$ cat src/rtl/linear_dist_ctrl_pkg.sv
// Shared defaults and helpers for the linear_dist sequencer.
package ldc_pkg;

  localparam int LDC_NUM_PES    = 4;
  localparam int LDC_DATA_TYPE  = 16;
  localparam int LDC_FIFO_DEPTH = 8;
  // Registered adder stages in a default-width linear_dist chain
  localparam int CHAIN_LAT      = LDC_NUM_PES - 1;

  // Ceiling log2; clog2(1) = 0
  function automatic int clog2(input int v);
    int r;
    r = 0;
    for (int x = v - 1; x > 0; x = x >> 1) r++;
    return r;
  endfunction

  // LSB index of a lane inside a packed vector
  function automatic int lane_lo(input int lane, input int w);
    return lane * w;
  endfunction

endpackage

$ cat src/rtl/linear_dist_ctrl_if.sv
// Input-vector and result handshakes of the linear_dist sequencer.
interface linear_dist_ctrl_if
  import ldc_pkg::*;
#(
  parameter int NUM_PES   = LDC_NUM_PES,
  parameter int DATA_TYPE = LDC_DATA_TYPE
);
  logic                           in_valid;
  logic                           in_ready;
  logic [NUM_PES*DATA_TYPE-1:0]   in_data;
  logic                           out_valid;
  logic                           out_ready;
  logic [DATA_TYPE-1:0]           out_data;

  // Producer/consumer side
  modport master (output in_valid, in_data, out_ready,
                  input  in_ready, out_valid, out_data);
  // Controller side
  modport slave  (input  in_valid, in_data, out_ready,
                  output in_ready, out_valid, out_data);
endinterface

$ cat src/rtl/linear_dist_ctrl_result_fifo.sv
// Result FIFO with occupancy count; head reads as zero when empty.
module ldc_result_fifo
  import ldc_pkg::*;
#(
  parameter int DEPTH = LDC_FIFO_DEPTH,
  parameter int W     = LDC_DATA_TYPE,
  localparam int AW   = clog2(DEPTH),
  localparam int CW   = AW + 1
) (
  input  logic          clk,
  input  logic          rst_n,
  input  logic          push,
  input  logic [W-1:0]  din,
  input  logic          pop,
  output logic [W-1:0]  dout,
  output logic [CW-1:0] count,
  output logic          empty
);
  logic [W-1:0]  mem [DEPTH];
  logic [AW-1:0] wptr, rptr;
  logic          do_pop;

  assign empty  = (count == '0);
  assign do_pop = pop && !empty;   // pop on empty is ignored
  assign dout   = empty ? '0 : mem[rptr];

  // Pointers and count; push+pop leaves count unchanged
  always_ff @(posedge clk or negedge rst_n) begin
    if (!rst_n) begin
      wptr  <= '0;
      rptr  <= '0;
      count <= '0;
    end else begin
      if (push)   wptr <= wptr + AW'(1);
      if (do_pop) rptr <= rptr + AW'(1);
      case ({push, do_pop})
        2'b10:   count <= count + CW'(1);
        2'b01:   count <= count - CW'(1);
        default: count <= count;
      endcase
    end
  end

  // Storage, not reset: only entries below count are ever visible
  always_ff @(posedge clk) begin
    if (push) mem[wptr] <= din;
  end

  // Credit accounting upstream must make a push into a full FIFO impossible
  always_ff @(posedge clk) begin
    if (rst_n) assert (!(push && (count == CW'(DEPTH))));
  end

endmodule

$ cat src/rtl/linear_dist_ctrl.sv
// Sequencer for the linear_dist reduction chain: skews lanes into the chain,
// tracks launches with a valid pipe and buffers results behind credits.
module linear_dist_ctrl
  import ldc_pkg::*;
#(
  parameter int NUM_PES    = LDC_NUM_PES,
  parameter int DATA_TYPE  = LDC_DATA_TYPE,
  parameter int FIFO_DEPTH = LDC_FIFO_DEPTH
) (
  input  logic                         clk,
  input  logic                         rst_n,
  linear_dist_ctrl_if.slave            bus,
  output logic [NUM_PES*DATA_TYPE-1:0] dist_data,
  input  logic [DATA_TYPE-1:0]         dist_result,
  output logic                         busy
);
  localparam int STAGES = NUM_PES - 1;
  localparam int CW     = clog2(FIFO_DEPTH) + 1;

  logic            fire, push;
  logic [STAGES:1] vld_q;
  logic [STAGES:0] vld_pipe;
  logic [CW-1:0]   inflight, fifo_count, credit_sum;
  logic            fifo_empty;

  // Credits come from registers only, so out_ready never reaches in_ready
  assign credit_sum   = fifo_count + inflight;
  assign bus.in_ready = credit_sum < CW'(FIFO_DEPTH);
  assign fire         = bus.in_valid && bus.in_ready;

  // Bit k is high while the vector accepted k cycles ago sits at skew/chain position k
  assign vld_pipe = {vld_q, fire};
  assign push     = vld_pipe[STAGES];

  // Valid shift register tracking each launch through the chain
  always_ff @(posedge clk or negedge rst_n) begin
    if (!rst_n) vld_q <= '0;
    else        vld_q <= vld_pipe[STAGES-1:0];
  end

  // Vectors accepted but not yet written into the FIFO
  always_ff @(posedge clk or negedge rst_n) begin
    if (!rst_n) inflight <= '0;
    else begin
      case ({fire, push})
        2'b10:   inflight <= inflight + CW'(1);
        2'b01:   inflight <= inflight - CW'(1);
        default: inflight <= inflight;
      endcase
    end
  end

  // Per-lane skew: capture register plus i-1 delay registers for lane i >= 2.
  // Each register only advances when its position holds a valid vector, so
  // values persist until the next vector reaches the same position.
  for (genvar i = 0; i < NUM_PES; i++) begin : g_lane
    localparam int DL = (i < 2) ? 0 : i - 1;
    logic [DL:0][DATA_TYPE-1:0] line;

    // Capture and delay line for this lane
    always_ff @(posedge clk or negedge rst_n) begin
      if (!rst_n) line <= '0;
      else begin
        if (vld_pipe[0]) line[0] <= bus.in_data[lane_lo(i, DATA_TYPE) +: DATA_TYPE];
        for (int k = 1; k <= DL; k++)
          if (vld_pipe[k]) line[k] <= line[k-1];
      end
    end

    assign dist_data[lane_lo(i, DATA_TYPE) +: DATA_TYPE] = line[DL];
  end

  ldc_result_fifo #(
    .DEPTH (FIFO_DEPTH),
    .W     (DATA_TYPE)
  ) u_fifo (
    .clk   (clk),
    .rst_n (rst_n),
    .push  (push),
    .din   (dist_result),
    .pop   (bus.out_ready),
    .dout  (bus.out_data),
    .count (fifo_count),
    .empty (fifo_empty)
  );

  assign bus.out_valid = !fifo_empty;
  assign busy          = (|vld_q) || !fifo_empty;

endmodule

$ cat src/flat_wrapper.sv
// flat-port wrapper written by rule: the top's interface ports become plain ports
module linear_dist_ctrl_flat import ldc_pkg::*;
#(
  parameter int NUM_PES    = LDC_NUM_PES,
  parameter int DATA_TYPE  = LDC_DATA_TYPE,
  parameter int FIFO_DEPTH = LDC_FIFO_DEPTH
)
  (clk, rst_n, dist_data, dist_result, busy, bus_in_valid, bus_in_data, bus_out_ready, bus_in_ready, bus_out_valid, bus_out_data);
  linear_dist_ctrl_if #(.NUM_PES(NUM_PES), .DATA_TYPE(DATA_TYPE)) bus_i ();
  input  logic clk;
  input  logic rst_n;
  output logic [NUM_PES*DATA_TYPE-1:0] dist_data;
  input  logic [DATA_TYPE-1:0] dist_result;
  output logic busy;
  input wire logic [$bits(bus_i.in_valid)-1:0] bus_in_valid;
  input wire logic [$bits(bus_i.in_data)-1:0] bus_in_data;
  input wire logic [$bits(bus_i.out_ready)-1:0] bus_out_ready;
  output wire logic [$bits(bus_i.in_ready)-1:0] bus_in_ready;
  output wire logic [$bits(bus_i.out_valid)-1:0] bus_out_valid;
  output wire logic [$bits(bus_i.out_data)-1:0] bus_out_data;
  assign bus_i.in_valid = bus_in_valid;
  assign bus_i.in_data = bus_in_data;
  assign bus_i.out_ready = bus_out_ready;
  assign bus_in_ready = bus_i.in_ready;
  assign bus_out_valid = bus_i.out_valid;
  assign bus_out_data = bus_i.out_data;
  linear_dist_ctrl #(.NUM_PES(NUM_PES), .DATA_TYPE(DATA_TYPE), .FIFO_DEPTH(FIFO_DEPTH)) u_core (.clk(clk), .rst_n(rst_n), .bus(bus_i), .dist_data(dist_data), .dist_result(dist_result), .busy(busy));
endmodule
$ cat config.mk
export PLATFORM = sky130hd
export DESIGN_NAME = linear_dist_ctrl_flat
export DESIGN_NICKNAME = d
export VERILOG_FILES = /design/src/rtl/linear_dist_ctrl_pkg.sv /design/src/rtl/linear_dist_ctrl_if.sv /design/src/rtl/linear_dist_ctrl_result_fifo.sv /design/src/rtl/linear_dist_ctrl.sv /design/src/flat_wrapper.sv
export SDC_FILE = /design/constraint.sdc
export NUM_CORES = 1
export LEC_CHECK = 0
export ABC_AREA = 1
export CAP_MARGIN = 0
export CORE_ASPECT_RATIO = 0.75
export CORE_UTILIZATION = 54
export DETAILED_ROUTE_END_ITERATION = 7
export PLACE_DENSITY_LB_ADDON = 0.1
export SYNTH_ARGS = -nofsm -noshare
export SYNTH_HDL_FRONTEND = slang
export SYNTH_SLANG_ARGS = --single-unit
$ cat constraint.sdc
create_clock -name clk -period 3.5 [get_ports clk]
set_clock_uncertainty 0.1 [all_clocks]
set_input_delay 1.05 -clock clk [delete_from_list [all_inputs] [get_ports clk]]
set_output_delay 1.05 -clock clk [all_outputs]
set_load 0.05 [all_outputs]
Word level (Yosys, flattened, before mapping) --
Memory sizes are Yosys's and may differ from the RTL's. Index checks and enable logic that the tools add are counted.
Cells by class: add/sub/neg operators 7, $lt $le $gt $ge 1, equal/unequal tests 4, muxes and demuxes 5, reduce and logical (&&, ||, !) cells 8
Operator list (count):
- two-way mux 16 bit | 1
- case mux 4 bit (2 select lines) | 2
- adder 4 x 1 -> 4 bit, second input constant | 2
- subtractor 4 x 1 -> 4 bit, second input constant | 2
- adder 3 x 1 -> 3 bit, second input constant | 2
- adder 4 bit | 1
- == test 2 x 1 -> 1 bit, second input constant | 2
- == test 2 bit, second input constant | 2
- zero test 4 bit | 1
- < comparator 4 bit, second input constant | 1
- nonzero test 2 bit | 2
- OR reduction 3 bit | 1
- logical AND 1 bit | 2
- two-way mux 1 bit | 2
- zero test 1 bit | 1
- logical OR 1 bit | 1
Word-level totals: bits in registers 129, memory bits (writable) 128, input port bits 84, memories kept 1
Memories:
- u_core.u_fifo.mem | depth 8, bits a word 16, rd ports 1, clocked after memory_dff 0, wr ports 1, RTL line linear_dist_ctrl_result_fifo.sv:19 | logic [W-1:0] mem [DEPTH];

Longest topological paths before layout --
Gate-level depths: netlist (run 1).
depth after elaboration 5, gate-level depth with buffers 17, gate-level depth less buffers 16

Modules after synthesis --
A second synthesis (run 1) with hierarchy kept.
Unflattened totals: cell total of the unflattened synthesis 979, area, all modules 10750.3 um^2
Modules (own cells, without submodules):
- ldc_result_fifo | times used 1, cells an instance 457, area an instance 5649.2 um^2, sequential area each 4093.9 um^2
- linear_dist_ctrl | times used 1, cells an instance 522, area an instance 5101.1 um^2, sequential area each 2977.9 um^2

Worst setup path after synthesis (run 1) --
Ideal clock, no wire load.
path type register to output, start register u_core.u_fifo.rptr[0], end output port bus_out_data[6], data arrival time 1.736 ns, required time 2.350 ns, path slack 0.614 ns, cell stages (with the launch flop) 8, path buffers 2, cells stage by stage dfrtp_1 inv_2 buf_2 clkbuf_1 o21ai_0 nand3_1 nand2_1 nor2_1
Between the ends: longest elaborated chain between the ends 2
RTL lines:
- start, declared | RTL line linear_dist_ctrl_result_fifo.sv:20 | logic [AW-1:0] wptr, rptr;
- start signal, assigned | RTL line linear_dist_ctrl_result_fifo.sv:35 | if (do_pop) rptr <= rptr + AW'(1);
- memory (8 x 16 bit)
- two-way mux 16 bit | RTL line linear_dist_ctrl_result_fifo.sv:25 | assign dout = empty ? '0 : mem[rptr];
- end, declared | RTL line flat_wrapper.sv:20 | output wire logic [$bits(bus_i.out_data)-1:0] bus_out_data;
No other way between the ends.

Worst setup path after layout (run 1) --
start register u_core.u_fifo.rptr[0], end output port bus_out_data[13]
Same word-level chain as after synthesis.

==> summary.txt, run 1 <==
Outcome
  • Outcome: completed

Logic synthesis
  • Synth warn: 0
  • Flip-flop and latch count after synthesis: between 200 and 300
  • Post-synthesis xor/xnor area fraction: 0.7346%
  • Largest family of logic cells by synthesized area: simple AND/OR/NAND/NOR gates
  • Multiplexer area fraction after synthesis: roughly 1.7%
  • Syn_area_per_cell: around 11 um2
  • Complex-gate fraction of the synthesized area: around 4.8%
  • Adder-cell share of the synthesized area: under 10%
  • Yosys top cell area share: between 30% and 40%
  • Synthesized instance count: around 1000
  • Register area share after synthesis: 65.90%
  • Cell area after synthesis: approximately 11000 um2
  • Yosys cell types: 27
  • Post-synthesis net count: 1117
  • Synth top area cells: edfxtp_1, dfrtp_1, nand2_1, nor2_1, nand3_1
  • Area leader, netlist: edfxtp_1
  • Post-synthesis simple-gate area fraction: roughly a fifth

Placement
  • HPWL Detailed: about 14000 um
  • Port Buffers: 166
  • GP Congestion: around 0.73

Hold path
  • Hold Crit Class: register to register

Timing
  • Highest clock rate: approximately 300 MHz
  • Least-Margin Pin Slew: 0.7453 ns
  • Shortest period the worst path allows: about 3.3 ns
  • Unrepaired setup endpoints after global routing: false
  • Final slew viol count: 0
  • Final setup fails: 0
  • Tcrit/Tclk final: 95.64%
  • Final hold vios: 0
  • Setup_tns: 0 ns
  • Slew HR: between 50% and 60%
  • Hold Slack: 0.3683 ns

Worst setup path
  • Largest stage delay on the critical path: about 0.42 ns
  • Worst Setup SP: u_core.u_fifo.rptr[0]$_DFFE_PN0N_
  • Chain of cells forming the critical path: inv_2 > buf_4 > o21ai_0 > nand3_1 > nand2_1 > nor2_1 > buf_12
  • Max FO, Critical Path: 21
  • Reg-to-Reg End: u_core.inflight[3]$_DFFE_PN0P_
  • RR Startpoint: u_core.u_fifo.count[2]$_DFFE_PN0P_
  • R2R depth: 14
  • R2r setup slk: roughly 0.97 ns
  • Critical Path RT: approximately 2.4 ns
  • CP max stage cell: dfrtp_2
  • Crit path to: bus_out_data[13]
  • Data arrival, critical path: 2.20 ns
  • Crit end category: primary output
  • Kind of launch point of the worst setup path: register
  • WS Path Type: register to primary output

GRT
  • Gr usage total: 22.53%
  • GRT Residual Overflow: 0
  • First-pass GRT wire length: between 30000 and 40000 um
  • Initial antenna violation count: 0
  • Pin count of the biggest net entering global routing: between 60 and 70
  • Vias in the first global route: 6883

Route
  • DRT Pass-1 Iters: 5
  • Routed wire length: between 20000 and 25000 um
  • Total number of vias: between 7000 and 8000
  • Number of vias per cell: slightly above 5
  • Post-route antenna net violation count: 0
  • Starting DRT DRC Count: 519
  • DRC: 0
  • Drt wl/cell: roughly 16 um

Layout
  • Diodes inserted: 0
  • Layout cells sized above 1: a little under a tenth
  • Synthesis-to-finish area growth: 23.92%
  • Fillers: 1480
  • Final #Nets: around 1200

Die
  • Core area: 19430 um2
  • FP Rows: 44
  • Die Y: around 120 um
  • Starting Density: between 50% and 60%
  • DIE WIDTH: about 160 um
  • Die area: roughly 20000 um2
  • Boundary Pins: about 170

Clock tree
  • Clk pin slew, worst setup/hold paths: about 0.060 ns
  • Clock Path Buffers: 3
  • H-tree depth: 1
  • Inserted Clock Buffers: 25
  • CTS tree: done
  • Clk sinks: about 260
  • Root Driver: clkbuf_16
  • Clk Latency, worst-skew pair: 0.52 ns

Pwr
  • Combinational share of power: 51.1%
  • PD cells: approximately 1100 nW/um2
  • Pint: 8.205 mW
  • Switching Power: 6.283 mW
  • Worst vdd ir: just under 0.0007 V
  • Leak: ~5.7 nW
  • Sw frac: between 40% and 50%
  • Sequential Power Share: a little under a third
  • Clock share of power: 17.7%

Job
  • Max-Cap Viols: 0
[sequential cells by signal (all words and copies together), names as in the netlist]
register,cells
u_core.u_fifo.mem,128
u_core.g_lane.line,80
u_core.dist_data,32
u_core.inflight,4
u_core.u_fifo.count,4
u_core.u_fifo.rptr,3
u_core.u_fifo.wptr,3
u_core.vld_q,3
[cells in the mapped netlist, drive strengths merged]
cell type,count
a21oi,17
buf,64
clkbuf,24
dfrtp,129
edfxtp,128
fa,2
ha,10
inv,37
mux2,16
nand2,218
nand2b,2
nand3,86
nand4,1
nor2,188
nor3,1
o21ai,86
or2,3
xnor2,4
xor2,5
[cells by family (layout without fill, tap and decap cells)]
group	after synthesis	after routing
AOI/OAI and AO/OA	103	103
adders and majority gates	12	12
and+or+nand+nor	499	499
DFF	257	257
muxes	16	16
buffers and inverters	125	272
xor gates and xnor gates	9	9
[per-layer routing]
metal	global-route usage, %	share of wire [%]	vias up
li1	-	-	3582
met1	32.82	47	3488
met2	35.74	46	188
met3	3.763	5.2	37
met4	5.161	1.8	0
met5	0	0	-
[cell type report]
class	count	area, um2	share of cell area, %
clock buffers	33	665.6	5.006
multi-input cells	639	2953	22.21
flip-flops and latches	257	7076	53.21
repair buffers	190	2034	15.30
inverters	37	138.9	1.045
well taps	253	316.6	2.381
clock inverters	12	112.6	0.8469
[how the worst min path moves through the flow]
stage / startpoint / endpoint / slack, ns / cells past startpoint
after floorplan: u_core.vld_q[2]$_DFF_PN0_ / u_core.vld_q[3]$_DFF_PN0_ / 0.25 / 0
after global placement: u_core.g_lane[2].line[13]$_DFFE_PN0P_ / u_core.g_lane[2].line[13]$_DFFE_PN0P_ / 0.35 / 2
after detailed placement: u_core.g_lane[2].line[2]$_DFFE_PN0P_ / u_core.g_lane[2].line[2]$_DFFE_PN0P_ / 0.36 / 2
after CTS: u_core.g_lane[2].line[15]$_DFFE_PN0P_ / u_core.g_lane[2].line[15]$_DFFE_PN0P_ / 0.37 / 2
after global routing: u_core.g_lane[3].line[5]$_DFFE_PN0P_ / u_core.g_lane[3].line[5]$_DFFE_PN0P_ / 0.39 / 2
final: u_core.g_lane[1].line[14]$_DFFE_PN0P_ / u_core.g_lane[1].line[14]$_DFFE_PN0P_ / 0.37 / 2
[power by group through the flow]
stage / combinational, mW / clock, mW / sequential (mW)
5_1_grt: 8.05 / 2.74 / 4.63
3_3_place_gp: 7.33 / 0 / 4.54
3_5_place_dp: 7.43 / 0 / 4.56
6_report: 7.40 / 2.57 / 4.52
4_1_cts: 7.47 / 2.62 / 4.52
2_1_floorplan: 4.73 / 0 / 5.03
[per-stage QoR]
step / setup slack (ns) / util [%] / std cells / instance area, um2 / power, mW
after floorplan: 0.6137 / - / 1021 / 10730 / 9.762
after detailed placement: 0.5344 / 64.39 / 1376 / 12510 / 11.99
after global placement: 0.5612 / 64.39 / 1376 / 12510 / 11.87
after CTS: 0.09842 / 68.39 / 1421 / 13290 / 14.61
after global routing: 0.003592 / 68.42 / 1421 / 13300 / 15.42
final: 0.1528 / 68.42 / 1421 / 13300 / 14.49
[critical path, delay by kind of cell, from the launching register on]
| family | cells | cell delay, ns |
|---|---|---|
| flops | 1 | 0.42 |
| simple gates | 3 | 0.38 |
| compound gates | 1 | 0.13 |
| buf+inv | 3 | 0.74 |
[placed cells by master (no fill, tap or decap)]
master,instances
or2_2,3
mux2_2,16
inv_4,2
edfxtp_1,128
nand3_1,84
inv_1,35
a21oi_1,16
xnor2_1,4
nand2_1,217
buf_12,19
o21ai_1,5
nor3_1,1
nand4_1,1
dfrtp_2,3
nand2_2,1
buf_2,1
inv_2,2
clkbuf_1,7
nand3_2,2
ha_1,10
o21ai_0,81
clkbuf_8,1
buf_4,22
nor2_1,188
clkinv_2,5
clkinvlp_4,1
xor2_1,5
clkbuf_16,25
fa_1,2
clkdlybuf4s50_1,146
a21oi_2,1
nand2b_1,2
clkinv_1,2
bufinv_16,2
buf_6,2
dfrtp_1,126
[what timing repair did]
| item | CTS | global route |
|---|---|---|
| hold buffers | 0 | 0 |
| setup endpoints to repair | 0 | 4 |
| buffers inserted | 0 | 0 |
| gates resized for setup | 0 | 2 |
No activity file was read; power rests on OpenSTA's default activity.
==> inputs of run 2 (changes only) <==
Settings changed: SYNTH_HIERARCHICAL set to 1.
==> summary.txt, run 2 <==
Worst setup path
  • Reg-to-Reg End: u_core/inflight[3]$_DFFE_PN0P_
  • Kind of launch point of the worst setup path: register
  • R2R depth: 12
  • Crit end category: primary output
  • Max FO, Critical Path: 28
  • CP bufs+invs: 3
  • Chain of cells forming the critical path: inv_2 > buf_6 > o21ai_0 > o22ai_1 > nor2_1 > nor2_1 > buf_12
  • RR Startpoint: u_core/u_fifo/count[2]$_DFFE_PN0P_
  • Largest stage delay on the critical path: 0.58 ns
  • Most frequent cell on the critical path: nor2_1
  • CP max stage cell: dfrtp_4
  • Data arrival, critical path: 2.19 ns
  • CP top delay family: flip-flops
  • R2r setup slk: 0.88 ns
  • WS Path Type: register to primary output
  • Critical Path RT: between 2 and 2.5 ns
  • Critical Path Stages: 7
  • Crit path to: bus_out_data[12]
  • Worst Setup SP: u_core/u_fifo/rptr[0]$_DFFE_PN0N_

GRT
  • Initial antenna violation count: 0
  • Vias in the first global route: about 6600
  • First-pass GRT wire length: roughly 35000 um
  • GRT Residual Overflow: 0
  • Gr usage total: around 23%
  • Pin count of the biggest net entering global routing: 66

Route
  • Drt wl/cell: between 15 and 20 um
  • Routed wire length: 22650 um
  • Starting DRT DRC Count: 530
  • Total number of vias: about 7200
  • Number of vias per cell: about 5.2
  • DRC: 0
  • Post-route antenna net violation count: 0
  • DRT Pass-1 Iters: 5

Die
  • FP Rows: 44
  • Core area: slightly below 20000 um2
  • Die area: 20480 um2
  • Starting Density: between 50% and 60%
  • DIE WIDTH: between 150 and 200 um
  • Die Y: roughly 120 um
  • Boundary Pins: 167

Timing
  • Least-Margin Pin Slew: approximately 0.77 ns
  • Final hold vios: 0
  • Final setup fails: 0
  • Slew HR: 48.59%
  • Setup_tns: 0 ns
  • Unrepaired setup endpoints after global routing: false
  • Hold Slack: ~0.37 ns
  • Shortest period the worst path allows: between 3 and 4 ns
  • Final slew viol count: 0
  • Highest clock rate: between 200 and 300 MHz
  • Tcrit/Tclk final: a little over nine tenths

Logic synthesis
  • Top-count cell post-synth: nand2_1
  • Syn_area_per_cell: 10.98 um2
  • Yosys cell types: 29
  • Post-synthesis xor/xnor area fraction: less than 1%
  • Dominant synthesized flop cell: dfrtp_1
  • Async SR Flop Fraction: between 50% and 60%
  • Post-synthesis simple-gate area fraction: around 16%
  • Cell area after synthesis: approximately 11000 um2
  • Multiplexer area fraction after synthesis: approximately 1.7%
  • Synth top area cells: edfxtp_1, dfrtp_1, nand2_1, nor2_1, nand3_1
  • Synth warn: 6
  • Post-synthesis net count: between 1000 and 1500
  • Area leader, netlist: edfxtp_1
  • Number of flops mapped to enable cells by yosys: 128
  • Yosys top cell area share: 35.75%
  • Adder-cell share of the synthesized area: roughly 1.4%
  • Synthesized instance count: slightly below 1000
  • Flip-flop and latch count after synthesis: around 260
  • Complex-gate fraction of the synthesized area: under 10%
  • Top cells by count, synth: nand2_1, nor2_1, dfrtp_1
  • Register area share after synthesis: around two thirds
  • Largest family of logic cells by synthesized area: simple AND/OR/NAND/NOR gates

Placement
  • Placed Cells: approximately 1300
  • Post-DP Area: around 12000 um2
  • Port Buffers: between 150 and 200
  • GP Congestion: roughly 0.76
  • HPWL Detailed: 13840 um

Pwr
  • Worst vdd ir: 0.001107 V
  • Sw frac: between 40 and 50%
  • Pint: about 8.3 mW
  • Sequential Power Share: 31.4%
  • Clock share of power: between 10% and 20%
  • PD cells: between 1000 and 1500 nW/um2
  • Leak: ~5.6 nW
  • Combinational share of power: about half
  • Switching Power: 6.276 mW

Layout
  • Largest register FFs: around 130
  • Commonest non-fill, non-tap cell in the layout: nand2_1
  • Most frequent cells in the layout: nand2_1, clkdlybuf4s50_1, nor2_1, dfrtp_1, edfxtp_1
  • Layout cells sized above 1: 10.64%
  • Post-route cell area: approximately 13000 um2
  • Biggest register: u_core/u_fifo/mem
  • Final #Nets: 1204
  • Finished Layout Cells: 1381
  • Synthesis-to-finish area growth: 23.80%
  • Final core occ: 68.48%
  • Diodes inserted: 0

Job
  • Max-Cap Viols: 0

Clock tree
  • Inserted Clock Buffers: 25
  • Clk Latency, worst-skew pair: about 0.52 ns
  • Root Driver: clkbuf_16
  • CTS Hold Bufs: 0
  • Clock Path Buffers: 3
  • Clk pin slew, worst setup/hold paths: 0.06 ns
  • Post-CTS sizing: 0
  • Clk sinks: between 200 and 300
  • CTS tree: done
  • H-tree depth: 1
  • Post-CTS Setup Bufs: 0

Outcome
  • Outcome: completed

Hold path
  • Hold Crit Class: register to register
## run 2: cell types whose count changed after synthesis, moves of 7 or more
cell,previous run,this run
nand2_1,218,204
buf_2,14,21
nor2_1,188,140
buf_6,10,18
clkbuf_1,22,12
nand3_2,2,12
o21ai_0,81,56
o22ai_1,0,16
nand3_1,84,60
o21ai_1,5,30
o211ai_1,0,16
## run 2: final cells by class
class | count | area [um2]
Tap cell | 253 | 316.6
Inverter | 40 | 150.1
Multi-Input combinational cell | 595 | 2903
Timing Repair Buffer | 190 | 2038
Sequential cell | 257 | 7076
Clock buffer | 33 | 708.2
Clock inverter | 13 | 117.6
Fill cell | 1441 | 6125
## run 2: per-layer routing
layer / vias to the layer above / share of wire (%) / track usage (%)
li1: 3506 / - / -
met1: 3454 / 47 / 34.50
met2: 187 / 45 / 33.38
met3: 25 / 6.2 / 4.629
met4: 0 / 1.5 / 4.817
met5: - / 0 / 0
## run 2: cell families after synthesis
| kind of cell | Yosys count |
|---|---|
| adders and majority gates | 11 |
| buffers and inverters | 127 |
| DFF | 257 |
| xor gates and xnor gates | 9 |
| AOI/OAI and AO/OA | 136 |
| and+or+nand+nor | 423 |
| muxes | 16 |
## run 2: power groups by stage
stage	clock (mW)	combinational (mW)	sequential [mW]
after floorplan	0	4.78	5.03
after global placement	0	7.19	4.58
after detailed placement	0	7.31	4.60
after CTS	2.73	7.34	4.56
after global routing	2.85	7.89	4.68
final	2.68	7.30	4.56
## run 2: worst min-delay path by stage
stage / slack, ns / startpoint / cells past startpoint / end
2_1_floorplan: 0.25 / u_core/vld_q[2]$_DFF_PN0_ / 0 / u_core/vld_q[3]$_DFF_PN0_
3_3_place_gp: 0.35 / u_core/g_lane[2].line[6]$_DFFE_PN0P_ / 2 / u_core/g_lane[2].line[6]$_DFFE_PN0P_
3_5_place_dp: 0.35 / u_core/g_lane[2].line[4]$_DFFE_PN0P_ / 2 / u_core/g_lane[2].line[4]$_DFFE_PN0P_
4_1_cts: 0.37 / u_core/g_lane[2].line[15]$_DFFE_PN0P_ / 2 / u_core/g_lane[2].line[15]$_DFFE_PN0P_
5_1_grt: 0.39 / u_core/g_lane[2].line[15]$_DFFE_PN0P_ / 2 / u_core/g_lane[2].line[15]$_DFFE_PN0P_
6_report: 0.37 / u_core/g_lane[2].line[15]$_DFFE_PN0P_ / 2 / u_core/g_lane[2].line[15]$_DFFE_PN0P_
## run 2: stage by stage
step,setup WS [ns],power [mW]
2_1_floorplan,0.6931,9.805
3_3_place_gp,0.5987,11.78
3_5_place_dp,0.5096,11.92
4_1_cts,0.05222,14.62
5_1_grt,0.03903,15.42
6_report,0.1563,14.54
## run 2: tightest hold or removal path, cell delays in order (launching register included)
cell and delay (ns):
dfrtp_1 0.34, nand2_1 0.05, nand2_1 0.05
==> inputs of run 3 (changes only) <==
Settings changed: HOLD_SLACK_MARGIN set to 0.02.
==> results of run 3 <==
Final layout, timing and power as in run 2 (identical DEF).
